## config.mk

```make
export PLATFORM = sky130hd
export DESIGN_NAME = btn_debounce_repeat
export DESIGN_NICKNAME = d
export VERILOG_FILES = /design/src/rtl/btn_debounce_repeat.sv
export SDC_FILE = /design/constraint.sdc
export NUM_CORES = 1
export LEC_CHECK = 0
export BUFFER_PORTS_ARGS = -buffer_cell sky130_fd_sc_hd__buf_2
export CORE_UTILIZATION = 45
export DETAILED_ROUTE_END_ITERATION = 7
export HOLD_SLACK_MARGIN = 0.03
export PLACE_DENSITY = 0.66
export SKIP_CTS_REPAIR_TIMING = 1
export SLEW_MARGIN = 20
export SYNTH_ARGS = -nofsm -noshare
export SYNTH_HDL_FRONTEND = slang
export SYNTH_SLANG_ARGS = --single-unit
```

## constraint.sdc

```tcl
create_clock -name clk -period 3.6 [get_ports clk]
set_clock_uncertainty 0.15 [all_clocks]
set_input_delay 0.9 -clock clk [delete_from_list [all_inputs] [get_ports clk]]
set_output_delay 0.9 -clock clk [all_outputs]
set_load 0.02 [all_outputs]
```

## src/rtl/btn_debounce_repeat.sv

```systemverilog
// Push-button conditioner: 2-FF synchroniser, tick-sampled debounce, one-clk
// press pulse and optional auto-repeat per channel. The sample tick is shared.
module btn_debounce_repeat #(
  parameter int NUM_BTN      = 3,
  parameter int TICK_DIV     = 100_000,
  parameter int DEB_LEN      = 8,
  parameter int HOLD_TICKS   = 500,
  parameter int REPEAT_TICKS = 100,
  parameter int REPEAT_EN    = 1
) (
  input  logic               clk,
  input  logic               rst,
  input  logic [NUM_BTN-1:0] btn_in,
  output logic [NUM_BTN-1:0] btn_level,
  output logic [NUM_BTN-1:0] btn_pulse
);

  localparam int TW = $clog2(TICK_DIV - 1) + 1;
  localparam int HW = $clog2(HOLD_TICKS) + 1;
  localparam int RW = $clog2(REPEAT_TICKS) + 1;

  localparam logic [1:0] ST_IDLE   = 2'd0;
  localparam logic [1:0] ST_PRESS  = 2'd1;
  localparam logic [1:0] ST_REPEAT = 2'd2;

  logic [NUM_BTN-1:0] r_sync1;
  logic [NUM_BTN-1:0] r_sync2;
  logic [TW-1:0]      r_tick_cnt;
  logic               w_tick;

  // NOTE: sequential state uses non-blocking (<=) so every register samples
  // the pre-edge values of the others, independent of block ordering.
  always_ff @(posedge clk or negedge rst) begin
    if (!rst) begin
      r_sync1 <= '0;
      r_sync2 <= '0;
    end else begin
      r_sync1 <= btn_in;
      r_sync2 <= r_sync1;
    end
  end

  assign w_tick = (r_tick_cnt == TW'(TICK_DIV - 1));

  always_ff @(posedge clk or negedge rst) begin
    if (!rst) begin
      r_tick_cnt <= '0;
    end else if (w_tick) begin
      r_tick_cnt <= '0;
    end else begin
      r_tick_cnt <= r_tick_cnt + 1'b1;
    end
  end

  for (genvar gi = 0; gi < NUM_BTN; gi++) begin : g_ch
    logic [DEB_LEN-1:0] r_shift;
    logic               r_level;
    logic               r_level_d;
    logic [1:0]         r_state;
    logic [HW-1:0]      r_hold_cnt;
    logic [RW-1:0]      r_rep_cnt;
    logic               r_pulse;
    logic               w_rise;
    logic               w_fall;

    // NOTE: the sample history is reset too, so a button held through reset
    // must be re-qualified from scratch before it can register as a press.
    always_ff @(posedge clk or negedge rst) begin
      if (!rst) begin
        r_shift <= '0;
      end else if (w_tick) begin
        r_shift <= {r_shift[DEB_LEN-2:0], r_sync2[gi]};
      end
    end

    always_ff @(posedge clk or negedge rst) begin
      if (!rst) begin
        r_level   <= 1'b0;
        r_level_d <= 1'b0;
      end else begin
        r_level_d <= r_level;
        if (&r_shift) begin
          r_level <= 1'b1;
        end else if (~|r_shift) begin
          r_level <= 1'b0;
        end
      end
    end

    assign w_rise = r_level & ~r_level_d;
    assign w_fall = ~r_level & r_level_d;

    always_ff @(posedge clk or negedge rst) begin
      if (!rst) begin
        r_state    <= ST_IDLE;
        r_hold_cnt <= '0;
        r_rep_cnt  <= '0;
        r_pulse    <= 1'b0;
      end else begin
        r_pulse <= 1'b0;
        // Release wins over any hold/repeat expiry landing on the same clock.
        if (w_fall) begin
          r_state    <= ST_IDLE;
          r_hold_cnt <= '0;
          r_rep_cnt  <= '0;
        end else begin
          case (r_state)
            ST_IDLE: begin
              if (w_rise) begin
                r_state    <= ST_PRESS;
                r_pulse    <= 1'b1;
                r_hold_cnt <= '0;
              end
            end
            ST_PRESS: begin
              if (w_tick) begin
                if ((REPEAT_EN != 0) && (r_hold_cnt == HW'(HOLD_TICKS - 1))) begin
                  r_state    <= ST_REPEAT;
                  r_pulse    <= 1'b1;
                  r_hold_cnt <= '0;
                  r_rep_cnt  <= '0;
                end else if (r_hold_cnt != HW'(HOLD_TICKS)) begin
                  r_hold_cnt <= r_hold_cnt + 1'b1;
                end
              end
            end
            ST_REPEAT: begin
              if (w_tick) begin
                if (r_rep_cnt == RW'(REPEAT_TICKS - 1)) begin
                  r_pulse   <= 1'b1;
                  r_rep_cnt <= '0;
                end else begin
                  r_rep_cnt <= r_rep_cnt + 1'b1;
                end
              end
            end
            default: begin
              r_state <= ST_IDLE;
            end
          endcase
        end
      end
    end

    assign btn_level[gi] = r_level;
    assign btn_pulse[gi] = r_pulse;
  end

endmodule

```

# After elaboration in Yosys (flattened, before gate mapping)
# Index checks and enable logic that the tools add are counted.
[word_totals]
ff_bits = 117
elab_cells = 183
[op_classes]
add_sub_neg = 7
n_eq_ne = 37
muxes = 79
n_bitwise = 12
reduce_logical = 24
[op_table]
columns = ["operator", "n"]
rows = [
  ["$mux 10", 15],
  ["$mux 8", 15],
  ["$pmux 10 s2", 3],
  ["$pmux 8 s2", 3],
  ["$ne 3x3->1 const B", 12],
  ["$reduce_and 4->1", 9],
  ["$add 10x1->10 const B", 3],
  ["$eq 10x9->1 const B", 3],
  ["$ne 10x9->1 const B", 3],
  ["$add 8x1->8 const B", 3],
  ["$eq 8x7->1 const B", 3],
  ["$mux 1", 24],
  ["$mux 2", 12],
  ["$reduce_and 8->1", 3],
  ["$reduce_or 8->1", 3],
  ["$add 18x1->18 const B", 1],
  ["$eq 18x17->1 const B", 1],
  ["$mux 18", 1],
  ["$pmux 2 s3", 3],
  ["$reduce_bool 3->1", 6],
  ["$ne 2x2->1 const B", 6],
  ["$ne 4x4->1 const B", 3],
  ["$pmux 1 s3", 3],
  ["$and 1x1->1", 6],
  ["other kinds (4)", 15],
]

# Depth between registers and ports, before layout
# Gate-level depths: netlist of run 1.
[logic_depth]
ltp_word = 6
ltp_mapped = 9
ltp_nobuf = 7

# Worst setup path before layout of run 1
# Ideal clock, no wire load.
[synth_path]
kind = "register to register"
startpoint = "register r_tick_cnt[8]"
endpoint = "register g_ch[0].r_rep_cnt[6]"
setup_time_ps = 95
arrival_time_ps = 2137
t_required_ps = 3355
slack_ps = 1218
stages_incl_launch_ff = 7
cell_sequence = "dfrtp_1 > or4_4 > nor4_4 > a21oi_2 > buf_6 > or3_4 > o31ai_1"
[synth_between]
elab_chain_cells = 3
[synth_rtl]
columns = ["element", "line", "source"]
rows = [
  ["start, declared", "28", "logic [TW-1:0] r_tick_cnt;"],
  ["start signal, assigned", "51", "r_tick_cnt <= r_tick_cnt + 1'b1;"],
  ["$eq 18x17->1 (*)", "43", "assign w_tick = (r_tick_cnt == TW'(TICK_DIV - 1));"],
  ["$ne 3x3->1 (no source line)", "-", ""],
  ["$reduce_and 4->1 (no source line) (*)", "-", ""],
  ["end signal, assigned", "133", "r_rep_cnt <= r_rep_cnt + 1'b1;"],
  ["end, declared", "61", "logic [RW-1:0] r_rep_cnt;"],
]
# Every way passes the cells marked *; elsewhere a longest branch is shown, timed or not.
# A chain may end at the register's enable or synchronous reset.

# Worst setup path after layout of run 1
[layout_path]
startpoint = "register r_tick_cnt[0]"
endpoint = "register g_ch[1].r_hold_cnt[2]"
[layout_between]
elab_chain_cells = 3
[layout_rtl]
columns = ["element", "line", "source"]
rows = [
  ["$eq 18x17->1", "43", ""],
  ["$ne 3x3->1 (no source line)", "-", ""],
  ["$reduce_and 4->1 (no source line)", "-", ""],
  ["end signal, assigned", "123", "r_hold_cnt <= r_hold_cnt + 1'b1;"],
  ["end, declared", "60", "logic [HW-1:0] r_hold_cnt;"],
]
# No other way between the ends.

==> results of run 1 <==
## per-layer routing
metal / vias to the layer above / wire, microns / share of wire, % / track usage, %
li1: 2495 / - / - / -
met4: 0 / 248 / 1.8 / 8.64
met5: - / 0 / 0 / 0
met1: 2518 / 6430 / 46 / 26.7
met2: 137 / 6620 / 48 / 33.5
met3: 25 / 608 / 4.4 / 5.90
## sequential cells by signal, indices dropped and copies added (netlist names)
name and flops:
g_ch.r_hold_cnt 30, g_ch.r_level 3, g_ch.r_level_d 3, g_ch.r_pulse 3, g_ch.r_rep_cnt 24, g_ch.r_shift 24
g_ch.r_state 6, r_sync1 3, r_sync2 3, r_tick_cnt 18
## power by group through the flow
| stage | logic, mW | clock network (mW) | registers, mW |
|---|---|---|---|
| finish | 0.0299 | 1.77 | 1.32 |
| global route | 0.0362 | 1.86 | 1.32 |
| CTS | 0.0324 | 1.79 | 1.32 |
| detailed placement | 0.0323 | 0 | 1.34 |
| global placement | 0.0314 | 0 | 1.34 |
| floorplan | 0.0000397 | 0 | 1.34 |
## cell type report
| type | count | area, sq um | share of cell area, % |
|---|---|---|---|
| flip-flops and latches | 117 | 2930 | 40.7 |
| well taps | 180 | 225 | 3.13 |
| inverters | 28 | 105 | 1.46 |
| clock buffers | 21 | 470 | 6.55 |
| repair buffers | 16 | 110 | 1.53 |
| clock inverters | 11 | 149 | 2.07 |
| multi-input cells | 517 | 3200 | 44.5 |
## worst max-delay path, cell delays in order (launching register included)
cell     delay, ns
dfrtp_1       0.38
ha_1          0.22
and4_1        0.48
and3_1        0.45
and2_1        0.21
buf_4         0.40
nand2_1       0.10
o41ai_1       0.31
## cells by family (layout without fill, tap and decap cells)
logic type	after synthesis	count (layout)	share of synthesized area, %
buffers and inverters	55	76	3.74
adder cells (fa/ha/maj)	30	30	5.91
AND/OR/NAND/NOR	312	312	25.0
flip-flops	117	117	46.1
XOR/XNOR	16	16	2.20
AO/OA/AOI/OAI	152	152	15.9
multiplexers	7	7	1.16
## placed cells by master, fill, tap and decap left out, drive strengths merged, types with 5 or more instances in the layout
cell type  instances
nand2            119
dfrtp            117
o21ai             48
nand3             37
nor2              35
ha                30
inv               29
o31ai             26
nand2b            22
a31oi             22
clkbuf            21
and3              18
a21oi             16
buf               16
nor3              14
nor2b             12
xor2              10
nand4              9
nor4               9
o41ai              7
and2               6
xnor2              6
a41oi              6
or3                6
o211ai             5
and4               5
or4                5
## worst paths after layout
| path | slack, ns | depth (start not counted) | from | endpoint |
|---|---|---|---|---|
| worst max-delay path | 0.77 | 7 | r_tick_cnt[0] | g_ch[1].r_hold_cnt[2] |
| worst min-delay path | 0.20 | 0 | r_sync1[2] | r_sync2[2] |
| worst max register to register | 0.77 | 7 | r_tick_cnt[0] | g_ch[1].r_hold_cnt[2] |
| worst min register to register | 0.20 | 0 | r_sync1[2] | r_sync2[2] |
| max in group asynchronous | 2.14 | 2 | rst | g_ch[0].r_rep_cnt[0] |
| min in group asynchronous | 0.34 | 1 | rst | g_ch[2].r_hold_cnt[5] |
==> summary.txt, run 1 <==
Outcome: complete, no violations
Sw frac: 20.9%
Worst-Margin Slew: 1.01 ns
Vias in the first global route: 5,118
Synthesized flop and latch total: 117
Async SR Flop Fraction: 100%
Share of cells above drive strength 1: 9.72%
Distinct cells, synth: 63
Ports: 11
Top-count cell post-synth: nand2_1
Row Count: 43
# DRC: 0
Syn_area_per_cell: 9.23 sq um
Final Cycle Share: 78.6%
Clock network power share: 56.7%
GP Congestion: 0.877
Yosys top cell by area: dfrtp_1
Placed cells: 858
Fin. Hold Viols: 0
Final instance area: 0.00719 sq mm
I/O Buffers: 10
Final setup vio count: 0
Die height: 121 microns
Total power: 3.12 mW
GRT overflow: 0
DRT Wirelength: 13.9 mm
Pint: 2.47 mW
Final max-slew violation count: 0
H-Tree Depth: 4
CP Capture Type: register
DIE WIDTH: 121 microns
CTS Buf Count: 17
Fin util: 52.0%
Die area: 0.0146 sq mm
Synth top area share: 46.1%
Worst setup path class: register to register
Clk buf depth: 2
Synth Instances: 689
Hold_ws: 0.198 ns
Switching power: 0.650 mW
Relative slew slack: 32.5%
Max-Cap Viols: 0
Clk slew on worst S/H paths: 0.05 ns
Pleak: 3.21 nW
Fin cells: 890
Num Clock Sinks: 117
Peak supply drop: 0.000538 V
Pre-CTS WS: 0.805 ns
Post-synthesis sequential area ratio: 46.1%
First-pass GRT wire length: 24.0 mm
First-pass DRT Iterations: 5
Main synth FF type: dfrtp_1
Nets: 732
CP Max Fanout: 39
Startpoint Class: register
Final Critical Period: 2.83 ns
Worst Path Required: 3.75 ns
Initial antenna violation count: 0
Post-DP Area: 0.00656 sq mm
Area Growth Syn to Fin: 13.1%
Setup tns final: 0 ns
Ant. Diodes: 0
DRT antenna net count: 0
Worst setup margin: 0.769 ns
Synth Warn #: 0
CTS tree: built
Sequential Power Share: 42.4%
Setup repair after global routing missed its margin: no
Syn Nets: 724
Via density: 5.81
Starting density of the core: 46.0%
Initial drt markers: 406
Root buffer cell: clkbuf_16
Floorplan Core Area: 0.0138 sq mm
Total GRT Usage: 21.0%
Worst-Skew Late Latency: 0.43 ns
Final HPWL from detailed placement: 9.22 mm
Number of synthesized flops with an enable pin: 0
Pwr/cell area: 434 mW/mm^2
Worst EP arrival: 2.98 ns
Syn Std Cell Area: 0.00636 sq mm
FILL cells: 1,233
Pin count of the biggest net entering global routing: 75
Overall via count from detail_route: 5,175
Logic pwr share: 1.0%
WL per Instance: 15.6 microns
Hold Crit Class: register to register
Achievable Freq: 0.353 GHz
Area contributors post-synth: dfrtp_1 (46%), nand2_1 (7.0%), ha_1 (5.9%), o21ai_0 (3.8%), o31ai_1 (3.1%)
Synth top cells by count: nand2_1 (119), dfrtp_1 (117), o21ai_0 (48)
No activity file was read; power rests on OpenSTA's default activity.
==> inputs of run 2 (changes only) <==
--- a/config.mk
+++ b/config.mk
@@ -9,7 +9,7 @@
 export CORE_UTILIZATION = 45
 export DETAILED_ROUTE_END_ITERATION = 7
 export HOLD_SLACK_MARGIN = 0.03
-export PLACE_DENSITY = 0.66
+export PLACE_DENSITY = 0.69
 export SKIP_CTS_REPAIR_TIMING = 1
 export SLEW_MARGIN = 20
 export SYNTH_ARGS = -nofsm -noshare
==> constraint.sdc (replaced) <==
create_clock -name clk -period 2.3 [get_ports clk]
set_clock_uncertainty 0.15 [all_clocks]
set_input_delay 0.575 -clock clk [delete_from_list [all_inputs] [get_ports clk]]
set_output_delay 0.575 -clock clk [all_outputs]
set_load 0.02 [all_outputs]
==> run 2 against run 1 <==
  * Non-clock buffer count rose by 56
  * Sequential share of layout area shrank 3.2 points
  * Setup slack worse by 0.77 ns
  * Die area stayed put
  * Count of clock-buffer cells in the layout decreased by 1
  * Final area up 8.6%
  * Register-to-register slack got worse by 0.77 ns
  * The flow now finishes with violations (setup timing)
  * First-iteration DRC count fell by 13%
==> summary.txt, run 2 (synthesis results as in run 1) <==
Final max-slew violation count: 0
R2r startpoint: g_ch[1].r_state[1]
DIE WIDTH: 121 microns
GP Congestion: 0.900
Pleak: 3.57 nW
Largest register FFs: 30
Largest register by flop count: g_ch.r_hold_cnt
Most frequent cells in the layout: nand2_1 (118), dfrtp_1 (117), buf_4 (58), o21ai_0 (40), nand3_1 (37)
Peak supply drop: 0.000524 V
Final setup vio count: 1
Setup tns final: -0.00142 ns
Worst Hold Launch: btn_in[0]
Worst-Margin Slew: 0.705 ns
Placed cells: 908
Share of cells above drive strength 1: 19.8%
Overall via count from detail_route: 5,325
Commonest non-fill, non-tap cell in the layout: nand2_1
WL per Instance: 15.0 microns
Pwr/cell area: 619 mW/mm^2
Relative slew slack: 52.6%
H-Tree Depth: 4
Worst setup margin: -0.00142 ns
# DRC: 0
Max-Cap Viols: 0
First-pass DRT Iterations: 5
Flop2flop setup slack: -0.001 ns
Multi-input logic area: 0.00337 sq mm
DRT Wirelength: 14.2 mm
Fin. Hold Viols: 0
I/O Buffers: 10
Pre-CTS WS: -0.0329 ns
Initial drt markers: 352
Num Clock Sinks: 117
Vias in the first global route: 5,106
Post-DP Area: 0.00697 sq mm
Final instance area: 0.00780 sq mm
Startpoint Class: register
Final Critical Period: 2.30 ns
GRT overflow: 0
Fin cells: 946
Via density: 5.63
Worst Path Required: 2.48 ns
Worst-Skew Late Latency: 0.42 ns
CTS tree: built
First-pass GRT wire length: 23.6 mm
Reg2Reg Capture Point: g_ch[1].r_hold_cnt[6]
Final HPWL from detailed placement: 9.62 mm
CP Max Fanout: 5
FILL cells: 1,176
Failing checks: setup timing
Largest regs: g_ch.r_hold_cnt: 30 flops, g_ch.r_rep_cnt: 24 flops, g_ch.r_shift: 24 flops
Worst EP arrival: 2.48 ns
Hold depth: 1
Outcome: complete, but fails checks
Pin count of the biggest net entering global routing: 57
Initial antenna violation count: 0
Root buffer cell: clkbuf_16
Clk slew on worst S/H paths: 0.06 ns
Die height: 121 microns
R2r worst-path depth: 6
Area Growth Syn to Fin: 22.8%
Clk buf depth: 2
Achievable Freq: 0.435 GHz
WHS Endpoint: r_sync1[0]
Total GRT Usage: 20.5%
CP Capture Type: register
CTS Buf Count: 17
Final Cycle Share: 100%
Row Count: 43
Sequential Area: 0.00293 sq mm
Die area: 0.0146 sq mm
Floorplan Core Area: 0.0138 sq mm
Setup repair after global routing missed its margin: yes
Ports: 11
Nets: 788
DRT antenna net count: 0
Fin util: 56.4%
Worst setup path class: register to register
Ant. Diodes: 0
Starting density of the core: 46.0%
Hold Crit Class: input port to register
-- run 2: cell count changes in the layout (fill, tap and decap cells not counted), sizes merged --
| cell | previous run | this run |
|---|---|---|
| clkinv | 4 | 7 |
| buf | 16 | 71 |
| clkinvlp | 3 | 1 |
| clkbuf | 21 | 20 |
| dlygate4sd3 | 0 | 1 |
-- run 2: how the worst max path moves through the flow --
stage / from / endpoint / slack, ns / cells after the start
global route: g_ch[1].r_state[1] / g_ch[1].r_hold_cnt[6] / -0.09 / 6
detailed placement: r_tick_cnt[8] / g_ch[2].r_rep_cnt[6] / -0.03 / 6
global placement: r_tick_cnt[8] / g_ch[2].r_rep_cnt[6] / 0.05 / 6
CTS: r_tick_cnt[8] / g_ch[1].r_hold_cnt[6] / -0.04 / 6
floorplan: r_tick_cnt[8] / g_ch[0].r_rep_cnt[6] / -0.01 / 6
finish: g_ch[1].r_state[1] / g_ch[1].r_hold_cnt[6] / -0.001 / 6
-- run 2: worst max-delay path: stages, from the launching register on --
cell,delay (ns)
dfrtp_1,0.41
inv_1,0.12
ha_1,0.25
nor2b_1,0.38
o31ai_2,0.21
or3_4,0.45
o31ai_2,0.24
-- run 2: final cells by class --
cell class,count,area share (%)
Timing Repair Buffer,72,7.20
Clock buffer,20,5.85
Inverter,28,1.35
Clock inverter,12,1.96
Multi-Input combinational cell,517,43.2
Sequential cell,117,37.5
Tap cell,180,2.89
-- run 2: metrics by stage --
stage	hold WS [ns]	total power [mW]
2_1_floorplan	0.129	2.10
3_3_place_gp	0.186	2.16
3_5_place_dp	0.186	2.16
4_1_cts	-0.175	4.89
5_1_grt	0.0938	4.99
6_report	0.109	4.83
-- run 2: power by group --
group          total, mW  switching, mW  internal [mW]
Sequential          2.07        0.00129           2.07
Clock               2.72          0.958           1.76
Combinational     0.0514         0.0402         0.0111
Total               4.83           1.00           3.83
-- run 2: layer usage --
layer  global-route usage, %  wire [microns]
met5                       0               0
met4                    8.33             276
met3                    5.05             658
met2                    32.6            6750
met1                    26.7            6510
==> inputs of run 3 (changes only) <==
--- a/config.mk
+++ b/config.mk
@@ -8,8 +8,10 @@
 export BUFFER_PORTS_ARGS = -buffer_cell sky130_fd_sc_hd__buf_2
 export CORE_UTILIZATION = 45
 export DETAILED_ROUTE_END_ITERATION = 7
+export GPL_TIMING_DRIVEN = 0
 export HOLD_SLACK_MARGIN = 0.03
 export PLACE_DENSITY = 0.69
+export SETUP_SLACK_MARGIN = 0.4
 export SKIP_CTS_REPAIR_TIMING = 1
 export SLEW_MARGIN = 20
 export SYNTH_ARGS = -nofsm -noshare
==> run 3 against run 2 <==
  * The flow still finishes with violations (setup timing)
  * Via count grew 4.5%
  * Register-to-register slack lost 0.09 ns
  * Critical path depth grew 1
  * Global-route usage grew 0.23 points
  * Power grew 0.96%
  * Sequential share of layout area shrank 3.9 points
  * Utilization grew 6.8 points
  * Count of clock-buffer cells in the layout grew 1
  * Critical path type unchanged
  * Largest power group unchanged
  * Highest routed layer unchanged
==> summary.txt, run 3 (synthesis results as in run 1) <==
GRT overflow: 0
Outcome: complete, but fails checks
Final Cycle Share: 104%
Via density: 5.70
Post-DP Area: 0.00684 sq mm
Crit. Startpoint: r_tick_cnt[17]
Achievable Freq: 0.418 GHz
DRT antenna net count: 0
FILL cells: 1,046
Root buffer cell: clkbuf_16
Fin util: 63.3%
CP Capture Type: register
Final setup vio count: 14
Relative slew slack: 46.4%
# DRC: 0
Num Clock Sinks: 117
Vias in the first global route: 5,104
Largest regs: g_ch.r_hold_cnt: 30 flops, g_ch.r_rep_cnt: 24 flops, g_ch.r_shift: 24 flops
Largest register FFs: 30
Commonest non-fill, non-tap cell in the layout: nand2_1
CTS tree: built
Area Growth Syn to Fin: 37.6%
Pre-CTS WS: -0.607 ns
Starting density of the core: 46.0%
Worst Path Required: 2.48 ns
Share of cells above drive strength 1: 34.0%
Most frequent cells in the layout: nand2_1 (112), dfrtp_1 (109), buf_4 (53), nand3_1 (34), nor2_1 (30)
WL per Instance: 16.2 microns
Max-Cap Viols: 0
GP Congestion: 0.848
Sequential Area: 0.00294 sq mm
Multi-input logic area: 0.00393 sq mm
DRT Wirelength: 15.8 mm
Pwr/cell area: 558 mW/mm^2
Flop2flop setup slack: -0.09 ns
H-Tree Depth: 4
Final max-slew violation count: 0
Ports: 11
Clk buf depth: 2
I/O Buffers: 10
Row Count: 43
R2r worst-path depth: 7
Total power: 4.88 mW
Ant. Diodes: 0
Initial antenna violation count: 0
Reg2Reg Capture Point: g_ch[0].r_rep_cnt[6]
Initial drt markers: 321
CP Max Fanout: 8
First-pass DRT Iterations: 5
Final instance area: 0.00875 sq mm
Setup repair after global routing missed its margin: yes
Die area: 0.0146 sq mm
Pleak: 3.88 nW
Hold Crit Class: input port to register
Final Critical Period: 2.39 ns
First-pass GRT wire length: 23.9 mm
Fin. Hold Viols: 0
DIE WIDTH: 121 microns
Worst setup margin: -0.0903 ns
Nets: 818
Worst-Margin Slew: 0.795 ns
Worst EP arrival: 2.57 ns
Worst Setup EP: g_ch[0].r_rep_cnt[6]
Worst-Skew Late Latency: 0.42 ns
R2r startpoint: r_tick_cnt[17]
Failing checks: setup timing
Peak supply drop: 0.000566 V
Total GRT Usage: 20.7%
Clk slew on worst S/H paths: 0.06 ns
Largest register by flop count: g_ch.r_hold_cnt
Final HPWL from detailed placement: 9.39 mm
Overall via count from detail_route: 5,563
Worst setup path class: register to register
Die height: 121 microns
Floorplan Core Area: 0.0138 sq mm
CTS Buf Count: 17
Startpoint Class: register
Pin count of the biggest net entering global routing: 64
## run 3: cell count changes in the layout (fill, tap and decap cells not counted), sizes merged
cell      previous run  this run
clkbuf              20        27
clkinvlp             1         5
buf                 71        95
clkinv               7         3
inv                 29        28
## run 3: worst min-delay path by stage
stage                          start                    end  slack (ns)  cells past startpoint
after floorplan                  rst  g_ch[0].r_hold_cnt[0]        0.13                      0
after global routing       btn_in[0]             r_sync1[0]        0.09                      1
after CTS                        rst   g_ch[2].r_rep_cnt[6]       -0.01                      1
after global placement    r_sync1[0]             r_sync2[0]        0.19                      0
final                      btn_in[2]             r_sync1[2]        0.11                      1
after detailed placement  r_sync1[2]             r_sync2[2]        0.18                      0
## run 3: area by class of cell
cell class                      instances  share of cell area [%]
Inverter                               28                    1.23
Clock inverter                         11                    1.72
Clock buffer                           21                    5.38
Multi-Input combinational cell        517                    45.0
Tap cell                              180                    2.57
Timing Repair Buffer                   75                    7.72
Buffer                                 27                    2.82
Sequential cell                       117                    33.6
## run 3: metrics by stage
stage / instances / setup TNS (ns) / hold WS, ns
3_5_place_dp: 880 / -29.89 / 0.185
6_report: 976 / -0.521 / 0.108
4_1_cts: 912 / -28.09 / -0.0123
3_3_place_gp: 879 / -130.39 / 0.185
2_1_floorplan: 689 / 0 / 0.129
5_1_grt: 976 / -2.16 / 0.0922
## run 3: worst max-delay path, stage by stage, from the launching register on
cell	delay (ns)
dfrtp_1	0.40
or4_4	0.55
nor4_4	0.24
buf_6	0.17
a21oi_2	0.09
buf_6	0.15
or3_4	0.37
o31ai_2	0.17
## run 3: per-layer routing
layer  vias up  global-route usage, %  part of all wire, %
met4         0                   8.87                  1.6
met3        24                   5.94                  3.7
met2       112                   32.4                   51
met1      2744                   26.8                   44
met5         -                      0                    0
li1       2683                      -                    -
## run 3: report_power, final
part | switching [mW] | internal (mW)
sequential | 0.00131 | 2.07
clock | 0.975 | 1.79
combinational | 0.0411 | 0.00942
total | 1.02 | 3.86
